[src/rtl/serial_link_pkg.sv]
// Shared definitions for the 4-port serial link: FSM encoding, line levels,
// default field widths, the 7-segment lookup and a parity helper.
package serial_link_pkg;

   typedef enum logic [2:0] {
      ST_IDLE   = 3'd0,
      ST_START  = 3'd1,
      ST_PORT   = 3'd2,
      ST_COUNT  = 3'd3,
      ST_DATA   = 3'd4,
      ST_PARITY = 3'd5
   } state_t;

   localparam logic LINE_IDLE  = 1'b1;
   localparam logic LINE_START = 1'b0;

   localparam int DEF_PORT_W = 32'd2;
   localparam int DEF_CNT_W  = 32'd4;

   // Active-high segments {g,f,e,d,c,b,a}, hex digits 0..F
   localparam logic [6:0] SEG_LUT [16] = '{
      7'h3F, 7'h06, 7'h5B, 7'h4F, 7'h66, 7'h6D, 7'h7D, 7'h07,
      7'h7F, 7'h6F, 7'h77, 7'h7C, 7'h39, 7'h5E, 7'h79, 7'h71
   };

   function automatic logic [6:0] seg_of(input logic [3:0] v);
      return SEG_LUT[v];
   endfunction

   function automatic logic even_parity(input logic [31:0] v);
      return ^v;
   endfunction

endpackage

[src/rtl/serial_port_tx_shr.sv]
// Payload shift register plus remaining-bit down counter for the frame's DATA phase.
// cur_bit is always the next payload bit to put on the line; last_bit means none remain.
module tx_payload_shr
   import serial_link_pkg::*;
#(
   parameter int CNT_W = DEF_CNT_W
) (
   input  logic                 clk,
   input  logic                 rst,
   input  logic                 load,
   input  logic                 shift,
   input  logic [CNT_W-1:0]     n,
   input  logic [2**CNT_W-2:0]  din,
   output logic                 cur_bit,
   output logic                 last_bit,
   output logic [CNT_W-1:0]     count
);

   logic [2**CNT_W-2:0] shr_r;
   logic [CNT_W-1:0]    cnt_r;

   // Load the frame's payload and length, then consume one bit per shift
   always_ff @(posedge clk or negedge rst) begin
      if (!rst) begin
         shr_r <= '0;
         cnt_r <= '0;
      end else if (load) begin
         shr_r <= din;
         cnt_r <= n;
      end else if (shift) begin
         shr_r <= shr_r >> 1;
         cnt_r <= cnt_r - {{(CNT_W-1){1'b0}}, 1'b1};
      end
   end

   assign cur_bit  = shr_r[0];
   assign last_bit = (cnt_r == '0);
   assign count    = cnt_r;

endmodule

[src/rtl/serial_port_tx.sv]
// Transmit framer: start bit, port number, payload length, then N payload bits, one per clkEn.
// Optional macro TX_PARITY_EN appends one even-parity bit before the return to idle.
module serial_port_tx
   import serial_link_pkg::*;
#(
   parameter int PORT_W = DEF_PORT_W,
   parameter int CNT_W  = DEF_CNT_W
) (
   input  logic                 clk,
   input  logic                 rst,
   input  logic                 clkEn,
   input  logic                 start,
   input  logic [PORT_W-1:0]    portNum,
   input  logic [CNT_W-1:0]     dataNum,
   input  logic [2**CNT_W-2:0]  payload,
   output logic                 serOut,
   output logic                 busy,
   output logic                 done,
   output logic [6:0]           SSDout
);

   state_t              state_r;
   logic [PORT_W-1:0]   port_r;
   logic [CNT_W-1:0]    dn_r;
   logic [CNT_W-1:0]    cnt_hdr_r;
   logic [7:0]          bidx_r;
   logic                ser_r;
   logic                busy_r;
   logic                done_r;
   logic [6:0]          ssd_r;

   logic                load_s;
   logic                shift_s;
   logic                shr_bit_s;
   logic                shr_last_s;
   logic [CNT_W-1:0]    shr_cnt_s;

`ifdef TX_PARITY_EN
   logic [2**CNT_W-2:0] masked_s;
   logic                par_r;

   // Only the N payload bits actually sent take part in the parity
   always_comb begin
      masked_s = '0;
      for (int i = 0; i < 2**CNT_W-1; i++) begin
         if (i < int'(dataNum)) begin
            masked_s[i] = payload[i];
         end else begin
            masked_s[i] = 1'b0;
         end
      end
   end
`endif

   // Shift-register control: load at accept, shift on each payload bit put on the line
   always_comb begin
      load_s  = 1'b0;
      shift_s = 1'b0;
      if (clkEn) begin
         case (state_r)
            ST_IDLE:  load_s  = start;
            ST_COUNT: shift_s = (bidx_r == 8'd0) && (dn_r != '0);
            ST_DATA:  shift_s = ~shr_last_s;
            default: begin
               load_s  = 1'b0;
               shift_s = 1'b0;
            end
         endcase
      end else begin
         load_s  = 1'b0;
         shift_s = 1'b0;
      end
   end

   tx_payload_shr #(.CNT_W(CNT_W)) u_shr (
      .clk      (clk),
      .rst      (rst),
      .load     (load_s),
      .shift    (shift_s),
      .n        (dataNum),
      .din      (payload),
      .cur_bit  (shr_bit_s),
      .last_bit (shr_last_s),
      .count    (shr_cnt_s)
   );

   // Frame sequencer; every line/status change is registered here
   always_ff @(posedge clk or negedge rst) begin
      if (!rst) begin
         state_r   <= ST_IDLE;
         port_r    <= '0;
         dn_r      <= '0;
         cnt_hdr_r <= '0;
         bidx_r    <= 8'd0;
         ser_r     <= LINE_IDLE;
         busy_r    <= 1'b0;
         done_r    <= 1'b0;
         ssd_r     <= seg_of(4'd0);
`ifdef TX_PARITY_EN
         par_r     <= 1'b0;
`endif
      end else begin
         done_r <= 1'b0;
         if (clkEn) begin
            case (state_r)
               ST_IDLE: begin
                  ser_r <= LINE_IDLE;
                  if (start) begin
                     port_r    <= portNum;
                     dn_r      <= dataNum;
                     cnt_hdr_r <= dataNum;
`ifdef TX_PARITY_EN
                     par_r     <= even_parity(32'(portNum)) ^ even_parity(32'(dataNum))
                                  ^ even_parity(32'(masked_s));
`endif
                     ser_r     <= LINE_START;
                     busy_r    <= 1'b1;
                     state_r   <= ST_START;
                  end
               end
               ST_START: begin
                  ser_r   <= port_r[PORT_W-1];
                  port_r  <= port_r << 1;
                  bidx_r  <= 8'(PORT_W - 1);
                  state_r <= ST_PORT;
               end
               ST_PORT: begin
                  if (bidx_r == 8'd0) begin
                     ser_r     <= cnt_hdr_r[CNT_W-1];
                     cnt_hdr_r <= cnt_hdr_r << 1;
                     bidx_r    <= 8'(CNT_W - 1);
                     state_r   <= ST_COUNT;
                  end else begin
                     ser_r  <= port_r[PORT_W-1];
                     port_r <= port_r << 1;
                     bidx_r <= bidx_r - 8'd1;
                  end
               end
               ST_COUNT: begin
                  if (bidx_r == 8'd0) begin
                     if (dn_r != '0) begin
                        ser_r   <= shr_bit_s;
                        ssd_r   <= seg_of(4'(dn_r));
                        state_r <= ST_DATA;
                     end else begin
`ifdef TX_PARITY_EN
                        ser_r   <= par_r;
                        state_r <= ST_PARITY;
`else
                        ser_r   <= LINE_IDLE;
                        busy_r  <= 1'b0;
                        done_r  <= 1'b1;
                        state_r <= ST_IDLE;
`endif
                     end
                  end else begin
                     ser_r     <= cnt_hdr_r[CNT_W-1];
                     cnt_hdr_r <= cnt_hdr_r << 1;
                     bidx_r    <= bidx_r - 8'd1;
                  end
               end
               ST_DATA: begin
                  // shr count is the bits still queued behind the one now on the line
                  if (shr_last_s) begin
                     ssd_r   <= seg_of(4'd0);
`ifdef TX_PARITY_EN
                     ser_r   <= par_r;
                     state_r <= ST_PARITY;
`else
                     ser_r   <= LINE_IDLE;
                     busy_r  <= 1'b0;
                     done_r  <= 1'b1;
                     state_r <= ST_IDLE;
`endif
                  end else begin
                     ser_r <= shr_bit_s;
                     ssd_r <= seg_of(4'(shr_cnt_s));
                  end
               end
               ST_PARITY: begin
                  ser_r   <= LINE_IDLE;
                  busy_r  <= 1'b0;
                  done_r  <= 1'b1;
                  state_r <= ST_IDLE;
               end
               default: begin
                  ser_r   <= LINE_IDLE;
                  busy_r  <= 1'b0;
                  ssd_r   <= seg_of(4'd0);
                  state_r <= ST_IDLE;
               end
            endcase
         end
      end
   end

   assign serOut = ser_r;
   assign busy   = busy_r;
   assign done   = done_r;
   assign SSDout = ssd_r;

endmodule

[config.mk]
export PLATFORM = sky130hd
export DESIGN_NAME = serial_port_tx
export DESIGN_NICKNAME = d
export VERILOG_FILES = /design/src/rtl/serial_link_pkg.sv /design/src/rtl/serial_port_tx_shr.sv /design/src/rtl/serial_port_tx.sv
export SDC_FILE = /design/constraint.sdc
export NUM_CORES = 1
export LEC_CHECK = 0
export ABC_AREA = 1
export CAP_MARGIN = 20
export CORE_UTILIZATION = 40
export CTS_BUF_LIST = sky130_fd_sc_hd__clkbuf_2
export DETAILED_ROUTE_END_ITERATION = 16
export PLACE_DENSITY_LB_ADDON = 0.2
export RECOVER_POWER = 25
export SYNTH_ARGS = -nofsm -noshare
export SYNTH_HDL_FRONTEND = slang
export SYNTH_HIERARCHICAL = 1
export SYNTH_SLANG_ARGS = --single-unit
[constraint.sdc]
create_clock -name clk -period 4.5 [get_ports clk]
set_clock_uncertainty 0.05 [all_clocks]
set_input_delay 0.9 -clock clk [delete_from_list [all_inputs] [get_ports clk]]
set_output_delay 0.9 -clock clk [all_outputs]
set_load 0.01 [all_outputs]
Word level (Yosys, flattened, before mapping)
Memory sizes are Yosys's and may differ from the RTL's. Index checks and enable logic that the tools add are counted.

Muxes and demuxes: 48. Reduce and logical (&&, ||, !) cells: 18. $lt $le $gt $ge: 2. Eq/ne operators: 13. Bitwise gates (word level): 5. Add/sub/neg operators: 2.

Operator list (number): $mux W7 (7); $mux W15 (2); $pmux W8 S3 (1); $pmux W7 S3 (1); $mux W4 (5); $mux W1 (16); $mux W8 (2); $ne A2 B2 Y1 const B (8); $mux W3 (5); $pmux W3 S5 (1); $pmux W4 S3 (1); $ge A5 B5 Y1 const B (2); $not A4 Y5 (2); $reduce_and A5 Y1 (2); $reduce_bool A3 Y1 (3); $logic_not A8 Y1 (1); $reduce_and A4 Y1 (2); $sub A8 B1 Y8 const B (1); $eq A3 B2 Y1 const B (2); $eq A3 B3 Y1 const B (2); $pmux W2 S3 (1); $reduce_and A3 Y1 (2); $reduce_and A6 Y1 (1); $pmux W1 S5 (1); other kinds (14) (17).

Output and inout port bits: 10. Memory bits (read-only): 224. Memories: 2. Bits of input ports: 25. Register bits: 50.

Memories: (name not given) (words 16, bits a word 7, read ports 1, clocked after memory_dff 0, write ports 0, RTL line serial_link_pkg.sv:27) `return SEG_LUT[v];`; (name not given) (words 16, bits a word 7, read ports 1, clocked after memory_dff 0, write ports 0, RTL line serial_link_pkg.sv:27).

Longest topological paths before layout
Depth after elaboration: 7. Depth in mapped cells: 13. Depth with buffers taken out: 11.

Modules after synthesis
The synthesis kept the hierarchy.

Modules (own cells, without submodules): serial_port_tx (area an instance 2341.0 sq um, cells an instance 325, instances 1); tx_payload_shr (area an instance 905.9 sq um, cells an instance 107, instances 1).

Worst setup path before layout
OpenSTA, ideal clock, no wires.

Kind: register to register. Start point: register u_shr.cnt_r[0], in the netlist u_shr/count[0]. End point: register u_shr.shr_r[0]. Path buffers: 1. Arrival time: 1.947 ns. Slack: 2.435 ns. Clock period less this slack: 2.065 ns. Stages on the path, launching flop included: 11. Cells stage by stage: dfrtp_1 > inv_1 > ha_1 > nor3b_1 > nor2_1 > a21oi_1 > nor2_1 > nor2_4 > buf_4 > nand2_1 > nand3_1.

Cells in the longest elaborated chain, start to end: 5.

RTL lines: from (decl) (RTL line serial_port_tx_shr.sv:20) `logic [CNT_W-1:0] cnt_r;`; from (signal assigned) (RTL line serial_port_tx_shr.sv:29) `cnt_r <= n;`; from (signal assigned) (RTL line serial_port_tx_shr.sv:32) `cnt_r <= cnt_r - {{(CNT_W-1){1'b0}}, 1'b1};`; $logic_not A4 Y1 (RTL line serial_port_tx_shr.sv:37) `assign last_bit = (cnt_r == '0);`; via shr_last_s (RTL line serial_port_tx.sv:35) `logic shr_last_s;`; $not A1 Y1 (RTL line serial_port_tx.sv:63) `ST_DATA: shift_s = ~shr_last_s;`; $pmux W1 S2 (RTL line serial_port_tx.sv:60) `case (state_r)`; $mux W1 (RTL line serial_port_tx.sv:59) `if (clkEn) begin`; via shift_s (RTL line serial_port_tx.sv:33) `logic shift_s;`; $reduce_bool A2 Y1 (no source line); to (signal assigned) (RTL line serial_port_tx_shr.sv:28) `shr_r <= din;`; to (signal assigned) (RTL line serial_port_tx_shr.sv:31) `shr_r <= shr_r >> 1;`; to (decl) (RTL line serial_port_tx_shr.sv:19) `logic [2**CNT_W-2:0] shr_r;`.

The timed path passes the listed nets, and every way through them passes these cells. A chain may end at the register's enable or synchronous reset.

==> run_results.csv <==
group,metric,value,unit
min_path,holdPathStages,2,
worst_setup_path,crit_path_top_delay_cell,"clkbuf_1",
final_layout,final_core_util,0.476,
clocking,clock_path_buffers,2,
worst_setup_path,crit_arrival,2.87,ns
timing,rsz0062_at_grt,"false",
final_layout,antenna_cells,0,
pwr,combinationalPowerShare,0.530,
drt,wl_per_cell,12.1,µm
drt,drt_first_pass_iters,4,
timing,max_slew_margin,-0.757,
timing,setup_viol,0,
worst_setup_path,worstPathCellList,"buf_2 > clkbuf_1",
min_path,hold_path.class,"flip-flop to flip-flop",
die,die_x,92.1,µm
timing,tns,0,ns
worst_setup_path,slowest_delay,1.85,ns
pwr,p_seq_frac,0.358,
logic_synthesis,synth_edf_count,0,
pwr,p_int,0.00122,W
logic_synthesis,async_reset_ff_frac,1.00,
final_layout,mostFrequentLayoutCells,"nand2_1 (136), dfrtp_1 (43), inv_1 (40)",
clocking,cts_root_buf,"clkbuf_2",
timing,final-max-slew-violation-count,51,
die,start_util,0.416,
clocking,clock_sinks,50,
drt,drc,0,
logic_synthesis,synth_area_per_cell,7.52,µm²
global_route,grt_start_max_net_pins,51,
placement,dpl_worst_slack,1.89,ns
global_route,grt_pass1_vias,2557,
pwr,power.leakage,1.84,nW
pwr,swShare,0.478,
clocking,post_cts_buffers,0,
drt,vias_per_cell,4.92,
global_route,grt_pass1_wl,12000,µm
worst_setup_path,critPathLaunchType,"primary input",
worst_setup_path,path_depth,2,
run_status,outcome,"complete, but fails checks",
global_route,grt_usage,0.176,
clocking,cts.htree.levels,2,
logic_synthesis,synth_cell_type_count,38,
worst_setup_path,cp_top_family,"buffers and inverters",
logic_synthesis,ys_ff_latch,50,
timing,hold_violations,0,
final_layout,final_common_cell,"nand2_1",
placement,gp_congestion,0.885,
logic_synthesis,yosys_warnings,6,
die,dieArea,0.00848,mm²
clocking,cts-buffers-inserted,5,
die,fp.coreArea,0.00781,mm²
drt,finalWirelength,6900,µm
pwr,finalPower,0.00234,W
logic_synthesis,netlist_area,0.00325,mm²
final_layout,num-fill-cells,806,
pwr,ir_worst_vdd,190,µV
job,drv_cap,1,
logic_synthesis,synth-seq-area-share,0.388,
timing,worst_pin_slew,2.64,ns
timing,period_share,0.630,
pwr,p_per_area,630,mW/mm²
placement,hpwl,5170,µm
timing,maxClockFrequency,0.353,GHz
clocking,cts_hold_buf,0,
drt,drt_iter0_drc,147,
pwr,switching_power,0.00112,W
clocking,cts_tree,"done",
logic_synthesis,synthFlopType,"dfrtp_1",
timing,layout_min_cycle_time,2.83,ns
final_layout,drive_above_1_share,0.107,
worst_setup_path,worstSetupEndpointType,"asynchronous set/reset pin",
final_layout,final_nets,508,
pwr,p_clk_frac,0.112,
clocking,clock_latency,0.46,ns
logic_synthesis,synthCells,432,
die,ios,35,
worst_setup_path,cp_data_required_time,4.53,ns
run_status,violations,"max-capacitance violations, max-slew violations",
logic_synthesis,syn-num-nets,473,
clocking,cts_resized,0,
global_route,antenna_found_initial,0,
global_route,grt.overflow.total,0,
worst_setup_path,reg2reg_depth,10,
worst_setup_path,worst-path-buf-inv,2,
clocking,clkSlewWorstSetupHoldPaths,0.27,ns
drt,ant_nets,0,
worst_setup_path,crit_type,"primary input to asynchronous set/reset pin",
die,fp.dieH,92.1,µm
die,placementRows,32,
final_layout,syn_to_final_growth,14.6,%
timing,fin_ws,1.67,ns
drt,vias,2804,
placement,numPortBuffers,34,
worst_setup_path,crit_fanout,50,
-- routing by layer --
| layer | vias up | GRT usage | wire (µm) |
|---|---|---|---|
| met5 | - | 0 | 0 |
| met4 | 0 | 0.0508 | 85 |
| met3 | 11 | 0.0282 | 323 |
| met2 | 86 | 0.274 | 3140 |
| met1 | 1252 | 0.250 | 3350 |
| li1 | 1455 | - | - |
-- path summary, 6_finish.rpt --
kind | slack, ns | startpoint | end
setup reg to reg | 2.02 | u_shr/count[0] | u_shr/count[2]
hold reg to reg | 0.44 | SSDout[4] | SSDout[4]
min in group asynchronous | 1.26 | rst | cnt_hdr_r[1]
setup / recovery | 1.67 | rst | bidx_r[2]
max in group clk | 2.00 | SSDout[4] | SSDout[4]
hold / removal | 0.44 | SSDout[4] | SSDout[4]
-- power by group through the flow --
stage / logic [W] / clock network [W] / registers (W)
4_1_cts: 0.00125 / 0.000266 / 0.000839
5_1_grt: 0.00142 / 0.000284 / 0.000870
2_1_floorplan: 0.000996 / 0 / 0.000788
6_report: 0.00124 / 0.000262 / 0.000839
3_3_place_gp: 0.00123 / 0 / 0.000841
3_5_place_dp: 0.00124 / 0 / 0.000850
-- Yosys cell counts (2+ instances only) --
| master | number | area share |
|---|---|---|
| dfstp_2 | 7 | 0.057 |
| clkinv_1 | 2 | 0.0023 |
| dfrtp_1 | 43 | 0.33 |
| buf_6 | 5 | 0.017 |
| o21ai_0 | 30 | 0.046 |
| nor2_4 | 3 | 0.010 |
| nand2_2 | 4 | 0.0077 |
| nor2_1 | 39 | 0.045 |
| a21oi_1 | 10 | 0.015 |
| inv_1 | 40 | 0.046 |
| buf_2 | 2 | 0.0031 |
| nand2_1 | 136 | 0.16 |
| nand3_1 | 39 | 0.060 |
| nor2_2 | 4 | 0.0077 |
| buf_4 | 2 | 0.0046 |
| nand2_4 | 4 | 0.014 |
| ha_1 | 16 | 0.062 |
| o21ai_1 | 2 | 0.0031 |
| o211ai_1 | 11 | 0.025 |
| nor2_8 | 2 | 0.012 |
| inv_2 | 8 | 0.0092 |
| nand3_2 | 3 | 0.0092 |
| nand4_1 | 3 | 0.0058 |
| mux2i_1 | 3 | 0.0092 |
-- stage by stage --
step / hold slack [ns] / instances / cell area, µm²
finish: 0.443 / 570 / 3720
global route: 0.466 / 570 / 3720
CTS: 0.446 / 570 / 3720
detailed placement: 0.412 / 562 / 3650
global placement: 0.406 / 562 / 3650
floorplan: 0.391 / 432 / 3250
-- cell type report --
type	instances	area (µm²)	share of cell area
multi-input combinational	322	1710	0.459
sequential	50	1260	0.339
timing repair buffer	37	354	0.0952
inverter	51	196	0.0528
tap	102	128	0.0343
clock inverter	3	47.5	0.0128
clock buffer	5	25.0	0.00673
-- registers in the layout, indices dropped and copies added, names as in the netlist --
| register | count |
|---|---|
| SSDout | 7 |
| u_shr/shr_r | 15 |
| bidx_r | 8 |
| port_r | 2 |
| dn_r | 4 |
| state_r | 3 |
| u_shr/count | 4 |
| done | 1 |
| busy | 1 |
| cnt_hdr_r | 4 |
| serOut | 1 |
-- cell families after synthesis --
group / Yosys count / share of synthesized area
xor gates and xnor gates: 2 / 0.00540
adders and majority gates: 16 / 0.0617
and+or+nand+nor: 243 / 0.349
DFF: 50 / 0.388
buffers and inverters: 60 / 0.0855
AOI/OAI and AO/OA: 58 / 0.101
muxes: 3 / 0.00925
-- worst min-delay path, stage by stage, from the launching register on --
cell and delay [ns]:
dfstp_2 0.44, nand2_1 0.06, nand2_1 0.05
Power figures use the tool's default switching activity.
